**src/rtl/axi_id_pkg.sv**
```systemverilog
// Shared defaults and helpers for the AXI ID allocator: counter width and
// lowest-free-index priority encoder.
package axi_id_pkg;

    localparam int DEF_ID_W    = 4;
    localparam int DEF_NUM_IDS = 16;
    localparam int MAX_IDS     = 64;

    function automatic int cnt_w(input int n);
        return $clog2(n + 1);
    endfunction

    // Returns the lowest index below n whose busy bit is clear, or n when none is free.
    function automatic int lowest_free(input logic [MAX_IDS-1:0] busy, input int n);
        int r;
        r = n;
        for (int i = MAX_IDS - 1; i >= 0; i--) begin
            if (i < n && !busy[i]) r = i;
        end
        return r;
    endfunction

endpackage

```
**src/rtl/axi_id_pool.sv**
```systemverilog
// One channel's ID pool: busy bitmap, outstanding counter, AXI hold latch and
// optional stray-free error pulse (ID_ERR_CHECK_EN).
module axi_id_pool
    import axi_id_pkg::*;
#(
    parameter int  ID_W    = DEF_ID_W,
    parameter int  NUM_IDS = DEF_NUM_IDS,
    localparam int CNT_W   = cnt_w(NUM_IDS)
) (
    input  logic             clk,
    input  logic             rst,
    input  logic             req,
    input  logic             ready,
    input  logic             free_vld,
    input  logic [ID_W-1:0]  free_id,
    output logic             valid,
    output logic [ID_W-1:0]  id,
    output logic             full,
    output logic [CNT_W-1:0] outstanding
`ifdef ID_ERR_CHECK_EN
    ,
    output logic             err
`endif
);

    logic [NUM_IDS-1:0] busy_q, busy_d;
    logic [CNT_W-1:0]   cnt_q, cnt_d;
    logic               hold_q, hold_d;
    logic               full_q, full_d;
    logic [ID_W-1:0]    id_q, id_d;
    logic               err_q, err_d;
    logic [MAX_IDS-1:0] busy_ext;
    logic [ID_W-1:0]    cand;
    logic               fire;
    logic               free_ok;

    always_comb begin
        busy_ext = '1;
        busy_ext[NUM_IDS-1:0] = busy_q;
        cand  = ID_W'(lowest_free(busy_ext, NUM_IDS));
        valid = rst & req & (hold_q | ~full_q);
        // A held or full channel keeps presenting the last ID it showed.
        id    = (hold_q | full_q) ? id_q : cand;
        fire  = valid & ready;

        free_ok = 1'b0;
        for (int i = 0; i < NUM_IDS; i++) begin
            if (free_vld && free_id == ID_W'(i) && busy_q[i]) free_ok = 1'b1;
        end

        busy_d = busy_q;
        for (int i = 0; i < NUM_IDS; i++) begin
            if (free_ok && free_id == ID_W'(i)) busy_d[i] = 1'b0;
            if (fire && id == ID_W'(i))         busy_d[i] = 1'b1;
        end

        cnt_d  = cnt_q + CNT_W'(fire) - CNT_W'(free_ok);
        full_d = (cnt_d == CNT_W'(NUM_IDS));
        hold_d = hold_q;
        if (valid) hold_d = ~ready;
        id_d   = id;
        err_d  = free_vld & ~free_ok;
    end

    always_ff @(posedge clk) begin
        if (!rst) begin
            busy_q <= '0;
            cnt_q  <= '0;
            hold_q <= 1'b0;
            full_q <= 1'b0;
            id_q   <= '0;
            err_q  <= 1'b0;
        end else begin
            busy_q <= busy_d;
            cnt_q  <= cnt_d;
            hold_q <= hold_d;
            full_q <= full_d;
            id_q   <= id_d;
            err_q  <= err_d;
        end
    end

    assign full        = full_q;
    assign outstanding = cnt_q;
`ifdef ID_ERR_CHECK_EN
    assign err         = err_q;
`else
    logic unused_err;
    assign unused_err = err_q;
`endif

endmodule

```
**src/rtl/axi_id_alloc.sv**
```systemverilog
// Master-side AXI4 ARID/AWID allocator: one ID pool per channel, retire on
// RLAST / B handshakes. ID_ERR_CHECK_EN adds r_id_err / b_id_err pulses.
module axi_id_alloc
    import axi_id_pkg::*;
#(
    parameter int  ID_W    = DEF_ID_W,
    parameter int  NUM_IDS = DEF_NUM_IDS,
    localparam int CNT_W   = cnt_w(NUM_IDS)
) (
    input  logic             clk,
    input  logic             rst,
    input  logic             arvalid_in,
    output logic             arvalid,
    input  logic             arready,
    output logic [ID_W-1:0]  arid,
    input  logic             rvalid,
    input  logic             rready,
    input  logic             rlast,
    input  logic [ID_W-1:0]  rid,
    input  logic             awvalid_in,
    output logic             awvalid,
    input  logic             awready,
    output logic [ID_W-1:0]  awid,
    input  logic             bvalid,
    input  logic             bready,
    input  logic [ID_W-1:0]  bid,
    output logic             ar_full,
    output logic             aw_full,
    output logic [CNT_W-1:0] ar_outstanding,
    output logic [CNT_W-1:0] aw_outstanding
`ifdef ID_ERR_CHECK_EN
    ,
    output logic             r_id_err,
    output logic             b_id_err
`endif
);

    logic r_free;
    logic b_free;

    assign r_free = rvalid & rready & rlast;
    assign b_free = bvalid & bready;

    axi_id_pool #(.ID_W(ID_W), .NUM_IDS(NUM_IDS)) u_rd_pool (
        .clk         (clk),
        .rst         (rst),
        .req         (arvalid_in),
        .ready       (arready),
        .free_vld    (r_free),
        .free_id     (rid),
        .valid       (arvalid),
        .id          (arid),
        .full        (ar_full),
        .outstanding (ar_outstanding)
`ifdef ID_ERR_CHECK_EN
        ,
        .err         (r_id_err)
`endif
    );

    axi_id_pool #(.ID_W(ID_W), .NUM_IDS(NUM_IDS)) u_wr_pool (
        .clk         (clk),
        .rst         (rst),
        .req         (awvalid_in),
        .ready       (awready),
        .free_vld    (b_free),
        .free_id     (bid),
        .valid       (awvalid),
        .id          (awid),
        .full        (aw_full),
        .outstanding (aw_outstanding)
`ifdef ID_ERR_CHECK_EN
        ,
        .err         (b_id_err)
`endif
    );

endmodule

```
**config.mk**
```make
export PLATFORM = sky130hd
export DESIGN_NAME = axi_id_alloc
export DESIGN_NICKNAME = d
export VERILOG_FILES = /design/src/rtl/axi_id_pkg.sv /design/src/rtl/axi_id_pool.sv /design/src/rtl/axi_id_alloc.sv
export SDC_FILE = /design/constraint.sdc
export NUM_CORES = 1
export LEC_CHECK = 0
export BUFFER_PORTS_ARGS = -buffer_cell sky130_fd_sc_hd__buf_2
export CAP_MARGIN = 5
export CORE_MARGIN = 4
export CORE_UTILIZATION = 30
export DETAILED_ROUTE_END_ITERATION = 8
export PLACE_DENSITY = 0.58
export SETUP_SLACK_MARGIN = 0.15
export SLEW_MARGIN = 20
export SYNTH_ARGS = -nofsm -noshare
export SYNTH_HDL_FRONTEND = slang
export SYNTH_HIERARCHICAL = 1
export SYNTH_SLANG_ARGS = --single-unit
```
**constraint.sdc**
```tcl
create_clock -name clk -period 9.2 [get_ports clk]
set_clock_uncertainty 0.2 [all_clocks]
set_input_delay 0.92 -clock clk [delete_from_list [all_inputs] [get_ports clk]]
set_output_delay 0.92 -clock clk [all_outputs]
set_load 0.02 [all_outputs]
```
==> results by group <==
Run status
  • Outcome: completed

STA
  • Final TNS setup: 0 ns
  • Final Cycle Share: 0.413
  • Final Hold Viols: 0
  • Relative slew slack: 0.338
  • RSZ-0062 raised after global routing: no
  • Worst Tran Pin Value: around 0.99 ns
  • Hold WS: 0.352 ns
  • Peak Freq: 263 MHz
  • Fin. max-slew vios: 0
  • Final min period: 3.80 ns
  • # setup viols final: 0

Critical path
  • Crit path launch type: input pin
  • Slowest stage delay, CP: 0.74 ns
  • Worst Path Arrival: between 3 and 4 ns
  • R2R depth: 14
  • CP endpoint kind: flop
  • Critical path class: in2reg
  • Worst endpoint required time: 9.22 ns
  • Crit-path cells: buf_2, nand4_1, ha_1, inv_1, ha_1, fa_1, a21o_1, a21oi_1, xnor2_1, and2_1, and2_1
  • Slowest cell on crit path: buf_2
  • CP Max Fanout: 59

Min path
  • Hold Path Class: reg2reg
  • Hold depth: 2

Clocking
  • Setup bufs post-CTS: 0
  • Cts hold-fix bufs: 0
  • Post-CTS sizing: 0
  • Clock buffer depth: 2
  • H-tree lvl count: 2
  • Worst skew pair latency: 0.33 ns
  • Root Driver: clkbuf_8
  • CTS tree: done
  • Sink Count: 54
  • Clock Pin Slew Worst Setup and Hold Paths: 0.10 ns
  • CTS Buf Count: 5

Layout
  • Final non-filler cell area: about 3700 sq um
  • Layout cells sized above 1: 0.211
  • Ant. Diodes: 0
  • Final net count: 418
  • Area growth syn-to-layout: 12.4%

Floorplanning
  • # rows: 37
  • Die area: approximately 13,000 sq um
  • Total core area: roughly 11,000 sq um
  • Initial core utilization: 0.312
  • Die Span Y: around 110 um
  • Die width: around 110 um
  • I/O pins: 41

GRT
  • Largest net degree at the start of global routing: 60
  • Initial antenna violation count: 0
  • Global-route wire length before repair: 14,600 um
  • Total gr overflow: 0
  • GRT Overall Usage: 0.139
  • Vias in the first global route: 2,881

Logic synthesis
  • Synthesis Warnings: 6
  • Distinct cells, synth: 76
  • Syn Area/Cell: 9.35 sq um
  • Register area share after synthesis: 0.330
  • Asr flop ratio synth: 0
  • Primary FF master, synth: dfxtp_1
  • Mapped cell area: 3280 sq um
  • Yosys reg bits: 54
  • Number of synthesized flops with an enable pin: 0
  • Syn Inst Count: 351
  • Syn_nets: 382

Power and ir drop
  • Pwr Density: about 160 nW/um^2
  • Leak: 1.34 nW
  • Worst vdd ir: 123 uV
  • Design Power: 0.587 mW

Routing
  • Vias per cell: 5.70
  • DR vias: roughly 3,000
  • Drt first pass iters: 5
  • Drt total wl: 8790 um
  • DRT iter0 DRCs: 286
  • Post-DRT Antenna Nets: 0
  • DRC viols: 0
  • Wire per inst: 16.8 um

Place
  • Port-buffer cells: 40
  • Placed Area: 3580 sq um
  • Final HPWL DP: 6330 um
  • Placer Congestion: approximately 0.88

Run
  • Max_cap viols: 0
[flip-flops by register name, summed over array words and instances (netlist names)]
| name | flops |
|---|---|
| u_rd_pool/busy_q | 16 |
| u_wr_pool/busy_q | 16 |
| u_rd_pool/outstanding | 5 |
| u_wr_pool/outstanding | 5 |
| u_rd_pool/id_q | 4 |
| u_wr_pool/id_q | 4 |
| u_rd_pool/full | 1 |
| u_rd_pool/hold_q | 1 |
| u_wr_pool/full | 1 |
| u_wr_pool/hold_q | 1 |
[final timing paths]
kind / startpoint / endpoint / slack (ns)
worst max-delay path: rst / u_rd_pool/full / 5.40
worst min-delay path: u_wr_pool/busy_q[8] / u_wr_pool/busy_q[8] / 0.35
worst max register to register: u_rd_pool/busy_q[13] / u_rd_pool/full / 5.92
worst min register to register: u_wr_pool/busy_q[8] / u_wr_pool/busy_q[8] / 0.35
[cell usage in the layout, fill, tap and decap left out, types with 4 or more instances in the layout]
cell type,netlist,layout
and3_1,5,5
nand2b_1,5,5
a21o_1,4,4
a21oi_1,9,9
ha_1,10,10
o211ai_1,25,25
inv_1,21,21
buf_2,0,40
nor2_1,8,8
nand3b_1,4,4
o21ai_0,7,7
o311ai_0,5,5
dfxtp_1,54,54
nand3_1,8,8
nand4_1,7,7
and2_1,18,18
o31ai_1,27,27
clkbuf_8,2,5
nand2_1,28,28
xnor2_1,6,6
o221ai_1,4,4
o31ai_2,4,4
mux2i_1,6,6
[power breakdown]
part | switching, mW | internal (mW) | leakage, nW
combinational | 0.0886 | 0.0656 | 0.851
clock | 0.0836 | 0.0814 | 0.0514
sequential | 0.0174 | 0.250 | 0.437
[logic make-up (layout without fill, tap and decap cells)]
logic type / after synthesis / in the layout / synth area share
muxes: 10 / 10 / 0.0423
AOI/OAI and AO/OA: 116 / 116 / 0.290
DFF: 54 / 54 / 0.330
adders and majority gates: 12 / 12 / 0.0503
buffers and inverters: 36 / 73 / 0.0530
and+or+nand+nor: 115 / 115 / 0.213
xor gates and xnor gates: 8 / 8 / 0.0214
[critical path, delay by kind of cell]
| family | cells | cell delay (ns) |
|---|---|---|
| adder cells (fa/ha/maj) | 3 | 0.98 |
| buffers and inverters | 2 | 0.78 |
| AND/OR/NAND/NOR | 3 | 0.66 |
| AO/OA/AOI/OAI | 2 | 0.37 |
| XOR/XNOR | 1 | 0.09 |
[routing by layer]
layer	vias to the layer above	global-route usage	wire length, um
met5	-	0	0
met4	0	0.0633	293
met3	28	0.0210	498
met2	130	0.217	3980
met1	1409	0.188	4020
li1	1419	-	-
[Yosys cell counts (all sizes together) (6+ instances only)]
cell,count,area share
dfxtp,54,0.33
and2,22,0.045
xnor2,6,0.016
a21oi,9,0.014
o21ai,9,0.015
ha,10,0.038
inv,24,0.027
nand4,7,0.013
mux2i,6,0.018
o31ai,31,0.077
o211ai,25,0.057
nand3,8,0.012
nor2,8,0.0092
clkbuf,8,0.015
nand2,28,0.032
[stage by stage]
step | setup WS, ns | std cells | utilization
after detailed placement | 5.07 | 516 | 0.340
after global routing | 5.17 | 524 | 0.351
after CTS | 5.42 | 524 | 0.351
after global placement | 5.17 | 516 | 0.340
final | 5.40 | 524 | 0.351
after floorplan | 5.47 | 351 | -
[layout make-up]
type,count,area (sq um)
inverter,25,98.8
sequential,54,1080
fill,1063,6820
timing repair buffer,40,200
clock inverter,2,37.5
clock buffer,6,72.6
multi-input combinational,261,2030
tap,136,170
Note: power is estimated with default switching activity, not from simulation.
